## config.mk

```make
export PLATFORM = sky130hd
export DESIGN_NAME = alu_seq_exec
export DESIGN_NICKNAME = d
export VERILOG_FILES = /design/src/rtl/alu_seq_exec.sv
export SDC_FILE = /design/constraint.sdc
export NUM_CORES = 1
export LEC_CHECK = 0
export ABC_CLOCK_PERIOD_IN_PS = 7500
export BUFFER_PORTS_ARGS = -buffer_cell sky130_fd_sc_hd__buf_2
export CAP_MARGIN = 20
export CELL_PAD_IN_SITES_DETAIL_PLACEMENT = 0
export CELL_PAD_IN_SITES_GLOBAL_PLACEMENT = 1
export CORE_MARGIN = 4
export CORE_UTILIZATION = 34
export DETAILED_ROUTE_END_ITERATION = 8
export MAX_ROUTING_LAYER = met4
export PLACE_DENSITY_LB_ADDON = 0.05
export SYNTH_ARGS = -nofsm -noshare
export SYNTH_HDL_FRONTEND = slang
export SYNTH_SLANG_ARGS = --single-unit
```

## constraint.sdc

```tcl
create_clock -name clk -period 7.5 [get_ports clk]
set_input_delay 1.125 -clock clk [delete_from_list [all_inputs] [get_ports clk]]
set_output_delay 1.125 -clock clk [all_outputs]
set_load 0.01 [all_outputs]
```

## src/rtl/alu_seq_exec.sv

```systemverilog
`default_nettype none
// ============================================================================
//  Module      : alu_seq_exec
//  Description : Multi-cycle ALU execution unit for the 16-bit RISC datapath.
//                AND/OR/ADD/NOR/SUB/SLT finish in one cycle. SLL/SRL run on a
//                serial shifter that moves one bit position per cycle.
//                Requests arrive over a valid/ready handshake, and results
//                leave over a second valid/ready handshake.
//  Ports       : clk          - system clock, rising edge
//                reset        - synchronous active-high reset
//                in_valid     - request valid
//                in_ready     - unit idle and able to accept a request
//                alucontrol   - 3-bit operation code
//                a, b         - operands (b[S-1:0] is the shift amount)
//                out_valid    - result valid
//                out_ready    - consumer accepts result
//                result, zero - registered result and (result == 0) flag
//  Revision    : 1.0 - initial release
// ============================================================================
module alu_seq_exec #(
    parameter int N = 16
) (
    input  logic         clk,
    input  logic         reset,
    input  logic         in_valid,
    output logic         in_ready,
    input  logic [2:0]   alucontrol,
    input  logic [N-1:0] a,
    input  logic [N-1:0] b,
    output logic         out_valid,
    input  logic         out_ready,
    output logic [N-1:0] result,
    output logic         zero
);

    localparam int c_SHW = $clog2(N);
    localparam logic [c_SHW-1:0] c_CNT_ZERO = '0;
    localparam logic [c_SHW-1:0] c_CNT_ONE  = {{(c_SHW-1){1'b0}}, 1'b1};

    typedef enum logic [1:0] {
        S_IDLE  = 2'b00,
        S_SHIFT = 2'b01,
        S_DONE  = 2'b10
    } state_t;

    state_t             r_state;
    state_t             w_state_next;

    logic [N-1:0]       r_shreg;
    logic [c_SHW-1:0]   r_cnt;
    logic               r_dir_right;
    logic [N-1:0]       r_result;
    logic               r_zero;

    logic [N-1:0]       w_alu_res;
    logic [N-1:0]       w_shift_next;
    logic [c_SHW-1:0]   w_k;
    logic               w_is_shift;
    logic               w_start_shift;
    logic               w_accept;
    logic               w_ready;

    // Reset is gated in so that a request presented alongside reset is
    // never accepted and in_ready reads low throughout reset.
    assign w_ready       = (r_state == S_IDLE) && !reset;
    assign w_accept      = in_valid && w_ready;
    assign w_k           = b[c_SHW-1:0];
    assign w_is_shift    = (alucontrol[2:1] == 2'b11);
    assign w_start_shift = w_is_shift && (w_k != c_CNT_ZERO);

    // Single-cycle operations. For shifts this path only serves k == 0,
    // where the result is simply a.
    always_comb begin
        w_alu_res = '0;
        case (alucontrol)
            3'b000:  w_alu_res = a & b;
            3'b001:  w_alu_res = a | b;
            3'b010:  w_alu_res = a + b;
            3'b011:  w_alu_res = ~(a | b);
            3'b100:  w_alu_res = a - b;
            3'b101:  w_alu_res = {{(N-1){1'b0}}, ($signed(a) < $signed(b))};
            default: w_alu_res = a;
        endcase
    end

    assign w_shift_next = r_dir_right ? {1'b0, r_shreg[N-1:1]}
                                      : {r_shreg[N-2:0], 1'b0};

    // ---------------- FSM state register ----------------
    always_ff @(posedge clk) begin
        if (reset) begin
            r_state <= S_IDLE;
        end else begin
            r_state <= w_state_next;
        end
    end

    // ---------------- FSM next state ----------------
    always_comb begin
        w_state_next = r_state;
        case (r_state)
            S_IDLE: begin
                if (w_accept) begin
                    w_state_next = w_start_shift ? S_SHIFT : S_DONE;
                end
            end
            S_SHIFT: begin
                if (r_cnt == c_CNT_ONE) begin
                    w_state_next = S_DONE;
                end
            end
            S_DONE: begin
                if (out_ready) begin
                    w_state_next = S_IDLE;
                end
            end
            default: w_state_next = S_IDLE;
        endcase
    end

    // ---------------- datapath ----------------
    always_ff @(posedge clk) begin
        if (reset) begin
            r_shreg     <= '0;
            r_cnt       <= '0;
            r_dir_right <= 1'b0;
            r_result    <= '0;
            r_zero      <= 1'b0;
        end else begin
            case (r_state)
                S_IDLE: begin
                    if (w_accept) begin
                        if (w_start_shift) begin
                            r_shreg     <= a;
                            r_cnt       <= w_k;
                            r_dir_right <= alucontrol[0];
                        end else begin
                            r_result <= w_alu_res;
                            r_zero   <= (w_alu_res == '0);
                        end
                    end
                end
                S_SHIFT: begin
                    r_shreg <= w_shift_next;
                    r_cnt   <= r_cnt - c_CNT_ONE;
                    // Last shift step: publish the final value directly.
                    if (r_cnt == c_CNT_ONE) begin
                        r_result <= w_shift_next;
                        r_zero   <= (w_shift_next == '0);
                    end
                end
                default: begin
                    // DONE holds result/zero stable under backpressure.
                end
            endcase
        end
    end

    assign in_ready  = w_ready;
    assign out_valid = (r_state == S_DONE);
    assign result    = r_result;
    assign zero      = r_zero;

endmodule
`default_nettype wire

```

After elaboration in Yosys (flattened, before gate mapping):

Index checks and enable logic that the tools add are counted.
Widths: inputs -> output; s select.

* add/subtract/negate cells: 3
* order comparisons: 1
* equality and inequality tests: 14
* multiplexer cells: 21
* bitwise gates (word level): 3
* reduce and logical (&&, ||, !) cells: 14

Operator list (number)
* $mux 16: 6
* $pmux 16 s6: 1
* $pmux 16 s2: 2
* $logic_not 16->1: 2
* $add 16x16->16: 1
* $and 16x16->16: 1
* $lt 16x16->1: 1
* $not 16->16: 1
* $or 16x16->16: 1
* $sub 16x16->16: 1
* $reduce_and 3->1: 3
* $mux 2: 4
* $mux 4: 2
* $ne 2x2->1 const B: 4
* $pmux 4 s2: 1
* $eq 3x2->1 const B: 2
* $eq 3x3->1 const B: 2
* $pmux 2 s3: 1
* $eq 2x2->1 const B: 2
* $eq 4x1->1 const B: 1
* $reduce_and 4->1: 1
* $reduce_bool 4->1: 1
* $sub 4x1->4 const B: 1
* $eq 3x1->1 const B: 1
* other kinds (9): 13

* bits in registers: 40
* input port bits: 39
* word-level logic and storage cells: 62

Logic depth before layout (Yosys ltp):

* depth in word-level cells: 7
* mapped depth: 13
* gate-level depth less buffers: 13

Least setup slack after synthesis:

Ideal clock, no wire load.

* kind: input to register
* start point: input a[0]
* end point: register r_result[14] (netlist: result[14])
* arrival: 3.399 ns
* data required time: 7.384 ns
* slack: 3.985 ns
* cell stages on the path: 13
* path buffers: 0
* cell sequence: inv_1 -> ha_1 -> inv_1 -> fa_1 -> nor2b_4 -> o311ai_2 -> a2111oi_4 -> o21ai_1 -> a211oi_1 -> a31o_2 -> o32ai_1 -> o21ai_0 -> o211a_1

* cells in the longest elaborated chain, start to end: 5
* elaborated cells between the ends (all ways): 6
* those cells by class: 2 x add/sub; 4 x mux

Ends and longest elaborated chain
* from (decl): RTL line 28 `input logic [N-1:0] a,`
* $sub 16x16->16 / $add 16x16->16 (equally long branches): RTL line 80, 78
* $pmux 16 s6 *: RTL line 75 `case (alucontrol)`
* $mux 16 *: RTL line 133 `if (w_start_shift) begin`
* $mux 16 *: RTL line 132 `if (w_accept) begin`
* $pmux 16 s2 *: RTL line 130 `case (r_state)`
* to (signal assigned): RTL line 138 `r_result <= w_alu_res;`
* to (signal assigned): RTL line 148 `r_result <= w_shift_next;`
* to (decl): RTL line 52 `logic [N-1:0] r_result;`

Mark *: on every way between the ends. The rest lies on a longest branch, timed or not. The select of a mux whose other input is x is not followed.
A chain may end at the register's enable or synchronous reset.

Final worst setup path:

Ends and elaborated chain as after synthesis.

==> metrics.yaml <==
logic_synthesis:
  synth-seq-cells: 40
  ys.warnings.count: 0
  synth_nets: 733
  syn_inst: 637
  synth_cell_type_count: 81
  avgSynthCellArea_um2: 7.54
  syn_area_um2: 4800
  seq_area_frac_synth_pct: 16.7
  async_flop_share_pct: 0
  yosysTopAreaCell: "dfxtp_1"
  synthFlopType: "dfxtp_1"
  synth_top_area_share_pct: 16.7
  synth-edff-count: 0
  synth.area.top_cells: "dfxtp_1 (17%), ha_1 (14%), a21oi_1 (5.7%)"
min_path:
  min_path_type: "reg -> reg"
  holdPathStages: 2
sta:
  setup_violations: 0
  finalCritPeriodShare_pct: 55.2
  worst_pin_slew_ns: 1.11
  fin_ws_ns: 3.36
  finalHoldViolCount: 0
  period_needed_ns: 4.14
  finalSetupTns_ns: 0
  slew_viol_final: 0
  rsz0062_at_grt: "no"
  finClkSkew_ns: 0.00666
  max_freq_mhz: 242
  slew-limit-headroom_pct: 25.9
setup_path:
  worstSetupPathType: "in -> reg"
  critPathRequiredTime_ns: 7.68
  endpoint_kind: "register"
  reg2reg_depth: 10
  cp.arrival_ns: 4.32
  cp-start-kind: "input pin"
  crit_fanout: 4
place:
  place.gp.congestion: 0.942
  place_inst: 838
  dp_slack_ns: 3.07
  detailed_place_hpwl_mm: 13.2
  io_buffers: 57
clock_tree:
  cts_root_buf: "clkbuf_16"
  cts_sinks: 40
  htree_levels: 2
  holdBufCountCts: 0
  cts_resized: 0
  cts_made_buffers: 5
  cts_tree: "built"
  clock_path_buffers: 2
  cts_setup_buffers: 0
  worstSkewPairLatency_ns: 0.29
  clkTransAtPathRegs_ns: 0.05
power:
  peakVddDrop_uv: 71.3
  clkPwrFrac_pct: 28.5
  power_frac_seq_pct: 31.9
  swShare_pct: 37.9
  intPower_w: 0.000448
  p_leak_nw: 2.22
  total_power_w: 0.000721
  power_density_nw_per_um2: 138
  power.net_switching_w: 0.000273
  combinationalPowerShare_pct: 39.6
floorplan:
  die_h_um: 127
  ios: 58
  die_area_um2: 16100
  die_x_um: 127
  row_count: 43
  start_util_pct: 34.6
  core_area_um2: 13900
finish:
  diodes: 0
  final_cell_count_no_fill: 845
  area_growth_pct: 8.91
  post-route-util_pct: 37.7
  drive_gt1_share_pct: 14.3
  nets: 761
global_route:
  grt_pass1_wl_mm: 27.8
  grt_pass1_vias: 4915
  antenna_found_initial: 0
  grt_max_degree: 42
  overflow: 0
  globalRouteTotalUtil_pct: 22.2
detailed_routing:
  wire_per_inst_um: 20.9
  routed-via-count: 5017
  drtIter0Drc: 514
  ant_nets: 0
  totalWireLength_mm: 17.6
  route.detailed.drc: 0
  dr.pass1.iters: 7
  vias_per_cell: 5.94
flow_run:
  drv_cap: 0
outcome:
  status: "finished, final reports clean"
-- Yosys cell counts, types with 3 or more instances --
cell type and count:
a2bb2oi_1 4, o2111ai_1 3, a21o_1 12, ha_1 55
nor4_1 6, o311ai_0 3, o21ai_1 7, mux2_2 7
buf_2 8, mux2i_1 11, o221ai_1 5, a221o_1 3
o22ai_1 4, nand3_1 10, nor3_1 20, clkbuf_8 5
nand2_1 50, clkbuf_1 19, xnor2_1 8, a222oi_1 9
nand4_1 5, a221oi_1 19, dfxtp_1 40, a41oi_1 3
o211ai_1 8, a211oi_1 10, a21oi_1 55, and3_1 3
nor2_1 64, nor2b_1 5, o31ai_1 3, a31oi_1 9
o21bai_1 3, nand2b_1 7, a2111oi_0 3, o21ai_0 27
and2_1 3, a22oi_1 6, inv_1 53, nor3b_1 4
buf_6 6, or3_1 5
-- power groups by stage --
stage	Clock [W]	Sequential (W)	Combinational, W
after floorplan	0	0.000234	0.000199
after global placement	0	0.000234	0.000284
after detailed placement	0	0.000234	0.000283
after CTS	0.000210	0.000230	0.000284
after global routing	0.000220	0.000231	0.000314
final	0.000205	0.000230	0.000286
-- cell usage in the layout, fill, tap and decap left out, types with 8 or more instances in the layout --
master	instances
o21ai_0	27
dfxtp_1	40
a21o_1	12
a221oi_1	19
mux2i_1	11
xnor2_1	8
a31oi_1	9
nand2_1	50
inv_1	53
ha_1	55
o211ai_1	8
buf_2	57
nor3_1	18
nand3_1	10
a222oi_1	9
a211oi_1	10
a21oi_1	55
nor2_1	64
-- worst max-delay path: stages --
cell       delay (ns)
buf_2            0.14
inv_1            0.08
ha_1             0.16
inv_1            0.05
fa_1             0.44
nor2b_4          0.17
o311ai_2         0.44
a2111oi_4        0.19
o21ai_1          0.34
a211oi_1         0.13
a31o_2           0.23
o32ai_1          0.48
o21ai_0          0.17
o211a_1          0.16
-- final timing paths --
path / end / start / slack [ns]
worst max-delay path: result[14] / a[0] / 3.36
worst min-delay path: result[8] / result[8] / 0.45
worst min register to register: result[8] / result[8] / 0.45
worst max register to register: zero / r_cnt[1] / 4.87
-- stage by stage --
stage	cell area (µm²)	hold slack, ns
4_1_cts	5230	0.452
3_5_place_dp	5090	0.444
3_3_place_gp	5090	0.438
6_report	5230	0.448
5_1_grt	5230	0.476
2_1_floorplan	4800	0.451
-- cell type report --
type	count	area, µm²
clock buffer	6	129
clock inverter	1	5.00
fill	1509	8650
sequential	40	801
tap	180	225
inverter	54	203
timing repair buffer	62	323
multi-input combinational	502	3540
-- layer usage --
metal,vias to the layer above,global-route usage [%],wire length (µm)
li1,2407,-,-
met1,2430,29.7,8130
met2,146,34.7,8110
met3,34,3.16,848
met4,0,6.62,539
met5,-,-,0
-- cells by family after synthesis --
group | count (synthesis) | share of synthesized area (%)
AO/OA/AOI/OAI | 218 | 32.2
AND/OR/NAND/NOR | 199 | 20.4
buffers and inverters | 95 | 9.72
adder cells (fa/ha/maj) | 57 | 15.2
flip-flops | 40 | 16.7
multiplexers | 18 | 3.94
XOR/XNOR | 10 | 1.82
-- sequential cells by signal (all words and copies together) (netlist names) --
name,count
r_dir_right,1
zero,1
r_shreg,16
r_cnt,4
result,16
r_state,2
No activity file was read; power rests on OpenSTA's default activity.
